**src/rtl/real_gen_fifo_bank.sv**
```systemverilog
// Bank of independent per-channel FIFOs. Geometry comes from real parameters
// truncated with $rtoi; a real threshold picks registered-output or show-ahead reads.
module real_gen_fifo_bank #(
  parameter int  WIDTH       = 8,
  parameter real DEPTH_REAL  = 4.0,
  parameter real CHAN_REAL   = 2.5,
  parameter real MODE_THRESH = 3.5,
  localparam int DEPTH    = $rtoi(DEPTH_REAL),
  localparam int CHANNELS = $rtoi(CHAN_REAL),
  localparam int CW       = $clog2(DEPTH + 1)
) (
  input  logic                      clk,
  input  logic                      rst,
  input  logic [CHANNELS-1:0]       wr_en,
  input  logic [CHANNELS*WIDTH-1:0] wr_data,
  input  logic [CHANNELS-1:0]       rd_en,
  output logic [CHANNELS*WIDTH-1:0] rd_data,
  output logic [CHANNELS-1:0]       rd_valid,
  output logic [CHANNELS-1:0]       full,
  output logic [CHANNELS-1:0]       empty,
  output logic [CHANNELS*CW-1:0]    count,
  output logic [CHANNELS-1:0]       overflow,
  output logic [CHANNELS-1:0]       underflow
);

  // DEPTH >= 2, so a plain clog2 pointer is never zero-width.
  localparam int PW = $clog2(DEPTH);

  for (genvar c = 0; c < CHANNELS; c++) begin : g_chan
    logic [WIDTH-1:0] mem [0:DEPTH-1];
    logic [PW-1:0]    wr_ptr, rd_ptr;
    logic [CW-1:0]    cnt, cnt_nxt;
    logic             full_q, empty_q, ovf_q, unf_q;
    logic             push, pop;
    logic [WIDTH-1:0] din, dout;
    logic             dvalid;

    assign din  = wr_data[c*WIDTH +: WIDTH];
    // A full FIFO still accepts a push when the same cycle frees a slot.
    assign pop  = rd_en[c] & ~empty_q;
    assign push = wr_en[c] & (~full_q | pop);

    // Next occupancy; simultaneous push and pop cancel out.
    always_comb begin
      cnt_nxt = cnt;
      if (push && !pop)      cnt_nxt = cnt + CW'(1);
      else if (pop && !push) cnt_nxt = cnt - CW'(1);
    end

    // Pointers, registered flags and sticky error bits.
    always_ff @(posedge clk) begin
      if (rst) begin
        wr_ptr  <= '0;
        rd_ptr  <= '0;
        cnt     <= '0;
        full_q  <= 1'b0;
        empty_q <= 1'b1;
        ovf_q   <= 1'b0;
        unf_q   <= 1'b0;
      end else begin
        // Explicit wrap because DEPTH need not be a power of two.
        if (push) wr_ptr <= (wr_ptr == PW'(DEPTH-1)) ? '0 : wr_ptr + PW'(1);
        if (pop)  rd_ptr <= (rd_ptr == PW'(DEPTH-1)) ? '0 : rd_ptr + PW'(1);
        cnt     <= cnt_nxt;
        full_q  <= (cnt_nxt == CW'(DEPTH));
        empty_q <= (cnt_nxt == '0);
        if (wr_en[c] && !push)   ovf_q <= 1'b1;
        if (rd_en[c] && empty_q) unf_q <= 1'b1;
      end
    end

    // Storage write; contents are never cleared, the pointers make them stale.
    always_ff @(posedge clk) begin
      if (!rst && push) mem[wr_ptr] <= din;
    end

    if (MODE_THRESH > 3.0) begin : reg_out_mode
      logic [WIDTH-1:0] q;
      logic             v;
      // Popped word appears one cycle after rd_en; data holds between pops.
      always_ff @(posedge clk) begin
        if (rst) begin
          q <= '0;
          v <= 1'b0;
        end else begin
          v <= pop;
          if (pop) q <= mem[rd_ptr];
        end
      end
      assign dout   = q;
      assign dvalid = v;
    end else begin : show_ahead_mode
      // Head word is always visible; rd_en just acknowledges it.
      assign dout   = empty_q ? '0 : mem[rd_ptr];
      assign dvalid = ~empty_q;
    end

    assign rd_data[c*WIDTH +: WIDTH] = dout;
    assign rd_valid[c]               = dvalid;
    assign full[c]                   = full_q;
    assign empty[c]                  = empty_q;
    assign count[c*CW +: CW]         = cnt;
    assign overflow[c]               = ovf_q;
    assign underflow[c]              = unf_q;
  end

endmodule
```
**config.mk**
```make
export PLATFORM = sky130hd
export DESIGN_NAME = real_gen_fifo_bank
export DESIGN_NICKNAME = d
export VERILOG_FILES = /design/src/rtl/real_gen_fifo_bank.sv
export SDC_FILE = /design/constraint.sdc
export NUM_CORES = 1
export LEC_CHECK = 0
export ABC_AREA = 1
export CORE_ASPECT_RATIO = 0.7
export CORE_MARGIN = 1.5
export CORE_UTILIZATION = 55
export CTS_CLUSTER_DIAMETER = 100
export DETAILED_ROUTE_END_ITERATION = 10
export PLACE_DENSITY = 0.79
export SLEW_MARGIN = 25
export SYNTH_ARGS = -nofsm -noshare
export SYNTH_HDL_FRONTEND = slang
export SYNTH_SLANG_ARGS = --single-unit
export TNS_END_PERCENT = 10
```
**constraint.sdc**
```tcl
create_clock -name clk -period 2.25 [get_ports clk]
set_input_delay 0.45 -clock clk [delete_from_list [all_inputs] [get_ports clk]]
set_output_delay 0.45 -clock clk [all_outputs]
set_load 0.005 [all_outputs]
```
After elaboration in Yosys (flattened, before gate mapping):

Memory sizes are Yosys's and may differ from the RTL's. A register that Yosys moved wholly into a read port is not among the register bits.
Index checks and enable logic that the tools add are counted.
Widths: inputs -> output; s select.

* add/subtract/negate cells: 8
* equal/unequal tests: 6
* muxes and demuxes: 12
* bitwise gates (word level): 10
* reduce and logical (&&, ||, !) cells: 17

Operators by type and width (number)
* $mux 3: 4
* $logic_and 1x1->1: 10
* $add 2x1->2 const B: 4
* $eq 2x2->1 const B: 4
* $mux 2: 4
* $add 3x1->3 const B: 2
* $eq 3x3->1 const B: 2
* $logic_not 3->1: 2
* $sub 3x1->3 const B: 2
* $logic_not 1->1: 5
* $and 1x1->1: 4
* $mux 1: 4
* $not 1->1: 4
* $or 1x1->1: 2

* register bits: 24
* RAM bits: 64
* bits of input ports: 22
* output and inout bits: 32
* word-level logic and storage cells: 71
* memories kept: 2

Memories
* g_chan[0].mem: words 4, width 8, read ports 1, clocked after memory_dff 1, write ports 1, RTL line 30 `logic [WIDTH-1:0] mem [0:DEPTH-1];`
* g_chan[1].mem: words 4, width 8, read ports 1, clocked after memory_dff 1, write ports 1, RTL line 30

Longest topological paths before layout:

Gate-level depths: netlist of the first run.

* depth after elaboration: 9
* gate-level depth with buffers: 10
* gate-level depth less buffers: 10

Worst setup path after synthesis of the first run:

Ideal clock, no wire load.

* path type: input -> register
* start: input port rst
* end: memory g_chan[0].mem[0][0], enable pin
* setup time: 0.371 ns
* arrival time: 1.325 ns
* slack: 0.554 ns
* stages on the path: 5
* path buffers: 2
* path through: buf_2 inv_1 buf_2 nand2_1 nor2_1

* cells in the longest elaborated chain, start to end: 4

RTL lines
* start: declaration: RTL line 13 `input logic rst,`
* $logic_not 1->1: RTL line 74 `if (!rst && push) mem[wr_ptr] <= din;`
* $logic_and 1x1->1: RTL line 74
* $mux 1: RTL line 74
* $mux 1 (not written as such): RTL line 74
* end: declaration: RTL line 30

Every way passes these cells.

Worst setup path in the final report of the first run:

* start: input port rd_en[1]
* end: memory g_chan[1].mem[1][4], enable pin

* cells in the longest elaborated chain, start to end: 6

RTL lines
* start: declaration: RTL line 16 `input logic [CHANNELS-1:0] rd_en,`
* $and 1x1->1: RTL line 40 `assign pop = rd_en[c] & ~empty_q;`
* $or 1x1->1: RTL line 41 `assign push = wr_en[c] & (~full_q | pop);`
* $and 1x1->1: RTL line 41
* $logic_and 1x1->1: RTL line 74
* $mux 1: RTL line 74
* $mux 1 (not written as such): RTL line 74
* end: declaration: RTL line 30

Every way passes these cells.

==> results.json, run 1 <==
{
  "outcome": "completed",
  "routed_via_density": 5.19,
  "mostFrequentLayoutCells": "nor2_1, edfxtp_1, o21ai_0, inv_1, clkdlybuf4s50_1",
  "gp_congestion": 0.804,
  "first_global_vias": 2828,
  "io_pins": 54,
  "die_h_um": 78.5,
  "antenna_found_initial": 0,
  "worstPathArrival_ns": 1.82,
  "slew_headroom_pct": 62.8,
  "post_cts_resized": 0,
  "layout-drive-gt1-share_pct": 10.0,
  "first_pass_iters": 5,
  "p_int_mw": 3.64,
  "synth.distinct_cells": 24,
  "drc": 0,
  "track_usage_pct": 19.9,
  "grt_max_degree": 27,
  "grt_overflow": 0,
  "path_class": "in -> reg",
  "p_sw_share_pct": 29.2,
  "cts-hold-fix-buffers": 0,
  "rsz0062_at_grt": "false",
  "drt_iter0_drc": 298,
  "clock_power_share_pct": 29.9,
  "power_density_nw_per_um2": 961,
  "post-place-cells": 595,
  "synth_area_per_cell_um2": 9.87,
  "final_cells": 611,
  "multi_input_area_um2": 1320,
  "netSwitchingPower_mw": 1.50,
  "ys_ff_latch": 104,
  "cp_max_fo": 8,
  "hpwl_um": 6060,
  "cp-end-kind": "flip-flop",
  "fin_skew_ns": 0.00548,
  "nNetsFinal": 541,
  "cts_buffer_depth": 2,
  "leakage_nw": 2.21,
  "grt_pass1_wl_um": 13600,
  "hold_violations": 0,
  "r2r_slack_ns": 0.76,
  "drv_cap": 0,
  "clkSinkCount": 104,
  "tightest_slew_ns": 0.557,
  "n_antenna_cell": 0,
  "setup_viol": 0,
  "postRouteAntennaNets": 0,
  "synthCells": 453,
  "syn_to_final_growth_pct": 19.5,
  "start_util_pct": 56.8,
  "finalSetupTns_ns": 0,
  "post-cts-setup-buffers": 0,
  "port_buffers": 53,
  "ys.warnings.count": 0,
  "final_common_cell": "nor2_1",
  "p_seq_share_pct": 46.2,
  "fmax_ghz": 0.564,
  "ir_worst_vdd_v": 0.000464,
  "clk_pin_slew_ns": 0.07,
  "die_area_um2": 8690,
  "row_count": 27,
  "hold_path_class": "reg -> reg",
  "clk_latency_ns": 0.34,
  "htreeDepth": 3,
  "finalWirelength_um": 8510,
  "total_power_mw": 5.14,
  "cp-start-kind": "input pin",
  "wl_per_cell_um": 13.9,
  "period_minus_slack_ns": 1.77,
  "regArea_um2": 2720,
  "die_x_um": 111,
  "core_area_um2": 7870,
  "syn-cell-area_um2": 4470,
  "cts-root-buf": "clkbuf_16",
  "synth_seq_area_share_pct": 60.9,
  "cts_tree": "yes",
  "finalCritPeriodShare_pct": 78.8,
  "vias": 3172,
  "fillCellCount": 597,
  "required_ns": 2.29,
  "cts_buffers": 9,
  "syn_nets": 489,
  "slew_viol_final": 0,
  "combPwrFrac_pct": 23.9
}
-- sequential cells by signal (all words and copies together), names as in the netlist --
name and count:
g_chan.cnt 6, g_chan.empty_q 2, g_chan.full_q 2, g_chan.dout 16, g_chan.rd_ptr 4, g_chan.ovf_q 2
g_chan.mem 64, g_chan.wr_ptr 4, g_chan.unf_q 2, g_chan.dvalid 2
-- power groups by stage --
stage	Sequential, mW	Clock (mW)	Combinational, mW
floorplan	2.37	0	0.820
global route	2.40	1.65	1.37
CTS	2.37	1.57	1.23
detailed placement	2.41	0	1.21
global placement	2.40	0	1.17
finish	2.37	1.54	1.23
-- critical path, cell delays in order --
cell and delay [ns]:
clkdlybuf4s50_1 0.59, nand2_4 0.07, a21oi_2 0.19, nand2_1 0.15
nor2_1 0.15, buf_4 0.20
-- metal layers --
metal / part of all wire, % / global-route usage [%]
met1: 47 / 27.3
met2: 46 / 32.2
met3: 6.1 / 5.25
met4: 0.93 / 4.74
met5: 0 / 0
-- synth_stat cells (all sizes together) --
| cell type | count | area share [%] |
|---|---|---|
| buf | 28 | 4.6 |
| edfxtp | 64 | 43 |
| o21a | 2 | 0.34 |
| o21ai | 70 | 8.0 |
| nand4 | 2 | 0.28 |
| nor2 | 108 | 9.2 |
| inv | 59 | 5.0 |
| ha | 14 | 3.9 |
| a21oi | 12 | 1.7 |
| dfxtp | 40 | 18 |
| nor3 | 2 | 0.22 |
| nand3 | 18 | 2.8 |
| nand2 | 34 | 3.2 |
-- area by class of cell --
type | instances | share of cell area [%]
Inverter | 59 | 4.14
Sequential cell | 104 | 50.9
Clock buffer | 9 | 4.21
Tap cell | 101 | 2.36
Clock inverter | 7 | 1.43
Timing Repair Buffer | 69 | 12.2
Multi-Input combinational cell | 262 | 24.8
-- final timing paths --
check / from / endpoint / cells past startpoint
worst max-delay path: rd_en[1] / g_chan[1].mem[1][4] / 6
worst min-delay path: g_chan[1].unf_q / g_chan[1].unf_q / 2
worst max register to register: g_chan[1].empty_q / g_chan[1].mem[1][4] / 6
worst min register to register: g_chan[1].unf_q / g_chan[1].unf_q / 2
-- kinds of logic after synthesis --
group           Yosys count  synth area share (%)
buf+inv                  87                  9.54
compound gates           84                  10.0
fa+ha+maj                14                  3.92
flops                   104                  60.9
simple gates            164                  15.7
-- metrics by stage --
step	area, µm²	setup slack (ns)	hold slack (ns)	utilization [%]
2_1_floorplan	4470	0.554	0.438	-
3_3_place_gp	5040	0.225	0.455	64.1
3_5_place_dp	5040	0.171	0.454	64.1
4_1_cts	5350	0.497	0.472	67.9
5_1_grt	5350	0.377	0.514	67.9
6_report	5350	0.478	0.472	67.9
Power figures use the tool's default switching activity.
==> run 2, diff against run 1 <==
CORE_UTILIZATION = 50   (was 55)
PLACE_DENSITY = 0.76   (was 0.79)
clock period = 1.45 ns   (was 2.25 ns; I/O delays follow)
==> run 2 against run 1 <==
Compared with the run above: power increased by 53%; via count fell by 0.44%; clock power increased by 49%; final cell count rose by 5.1%; design area rose by 2.4%; utilization down 4.1 points; worst setup slack got worse by 0.42 ns; non-clock buffer count increased by 12; sequential power rose by 54%; first-iteration DRC count shrank 37%; global-route usage rose by 0.77 points; wire length is 9.5% higher; critical path type unchanged; critical endpoint is now g_chan[0].mem[2][1]; largest cell class unchanged; highest routed layer unchanged.
==> results.json, run 2 (synthesis results as in run 1) <==
{
  "outcome": "completed",
  "rsz0062_at_grt": "false",
  "hold_violations": 0,
  "finalCritPeriodShare_pct": 96.1,
  "multi_input_area_um2": 1350,
  "cts-hold-fix-buffers": 0,
  "finalSetupTns_ns": 0,
  "largest_register_ff_count": 64,
  "setup_viol": 0,
  "ir_worst_vdd_v": 0.000732,
  "required_ns": 1.50,
  "grt_pass1_wl_um": 14500,
  "clkSinkCount": 104,
  "clock_power_share_pct": 29.1,
  "cp-end-kind": "flip-flop",
  "core_area_um2": 8580,
  "die_x_um": 116,
  "port_buffers": 53,
  "row_count": 28,
  "start_util_pct": 52.1,
  "nNetsFinal": 553,
  "hpwl_um": 6830,
  "final_util_pct": 63.8,
  "path_class": "in -> reg",
  "gp_congestion": 0.925,
  "period_minus_slack_ns": 1.39,
  "final_common_cell": "nor2_1",
  "vias": 3158,
  "cp_slowest_stage_delay_ns": 0.53,
  "drc": 0,
  "slew_headroom_pct": 73.3,
  "tightest_slew_ns": 0.396,
  "place_area_um2": 5150,
  "total_power_mw": 7.87,
  "hold_path_class": "in -> reg",
  "worstPathArrival_ns": 1.44,
  "leakage_nw": 2.44,
  "io_pins": 54,
  "regMostFlops": "g_chan.mem",
  "path_cells": "clkdlybuf4s50_1, inv_2, a21oi_4, nand2_2, nor2_1, buf_4",
  "first_pass_iters": 4,
  "fillCellCount": 685,
  "p_int_mw": 5.46,
  "cts_buffer_depth": 2,
  "postRouteAntennaNets": 0,
  "p_sw_share_pct": 30.6,
  "finalWirelength_um": 9320,
  "n_antenna_cell": 0,
  "antenna_found_initial": 0,
  "wl_per_cell_um": 14.5,
  "drv_cap": 0,
  "cts_tree": "yes",
  "p_seq_share_pct": 46.5,
  "cts_buffers": 9,
  "hold_slack_ns": 0.407,
  "die_h_um": 82.1,
  "fmax_ghz": 0.718,
  "layout-drive-gt1-share_pct": 15.9,
  "cp.buffers_inverters": 3,
  "finalInstanceArea_um2": 5480,
  "clk_latency_ns": 0.34,
  "grt_max_degree": 27,
  "regArea_um2": 2750,
  "htreeDepth": 3,
  "combPwrFrac_pct": 24.4,
  "clk_pin_slew_ns": 0.07,
  "routed_via_density": 4.92,
  "grt_overflow": 0,
  "cp_max_fo": 8,
  "cts-root-buf": "clkbuf_16",
  "die_area_um2": 9530,
  "fin_skew_ns": 0.00587,
  "critPathTopFamily": "buffers and inverters",
  "cp-start-kind": "input pin",
  "slowest_stage": "clkdlybuf4s50_1",
  "slew_viol_final": 0,
  "mostFrequentLayoutCells": "nor2_1, edfxtp_1, o21ai_0, inv_1",
  "drt_iter0_drc": 188,
  "syn_to_final_growth_pct": 22.4,
  "power_density_nw_per_um2": 1440,
  "track_usage_pct": 20.7,
  "netSwitchingPower_mw": 2.41,
  "first_global_vias": 2942
}
-- run 2: power groups by stage --
stage / Clock, mW / Combinational (mW) / Sequential, mW
detailed placement: 0 / 2.00 / 3.70
global placement: 0 / 1.94 / 3.68
global route: 2.46 / 2.19 / 3.69
floorplan: 0 / 1.27 / 3.67
CTS: 2.34 / 1.91 / 3.65
finish: 2.29 / 1.92 / 3.66
-- run 2: worst register-to-register path, stage by stage (launching register included) --
cell     delay (ns)
dfxtp_4        0.37
inv_2          0.09
nand2_4        0.06
a21oi_4        0.16
nand2_2        0.11
nor2_1         0.12
buf_4          0.18
-- run 2: final timing paths --
check / to / cells past startpoint / from / slack (ns)
min: g_chan[0].unf_q / 4 / rd_en[0] / 0.41
max: g_chan[0].mem[2][1] / 6 / wr_en[0] / 0.06
max reg2reg: g_chan[1].mem[3][4] / 6 / g_chan[1].empty_q / 0.07
min reg2reg: g_chan[1].unf_q / 2 / g_chan[1].unf_q / 0.46
-- run 2: final cells by class --
class,count,area share [%]
Sequential cell,104,50.2
Tap cell,120,2.74
Timing Repair Buffer,81,13.1
Clock inverter,7,1.14
Inverter,59,4.04
Multi-Input combinational cell,262,24.6
Clock buffer,9,4.11
-- run 2: what timing repair did --
item,4_1_cts,5_1_grt
gates resized for setup,50,11
endpoints found under the hold margin,0,0
endpoints found under the setup margin,86,68
buffers inserted,1,0
-- run 2: per-layer routing --
layer	track usage [%]	routed length (µm)	part of all wire, %	vias to the layer above
li1	-	-	-	1597
met1	29.8	4520	49	1456
met2	30.1	4000	43	97
met5	0	0	0	-
met4	6.46	59	0.63	0
met3	6.50	733	7.9	8
-- run 2: metrics by stage --
stage	std cells	worst slack (ns)
5_1_grt	642	0.00511
3_5_place_dp	625	-0.453
2_1_floorplan	453	-0.0859
4_1_cts	642	-0.0542
6_report	642	0.0572
3_3_place_gp	625	-0.420
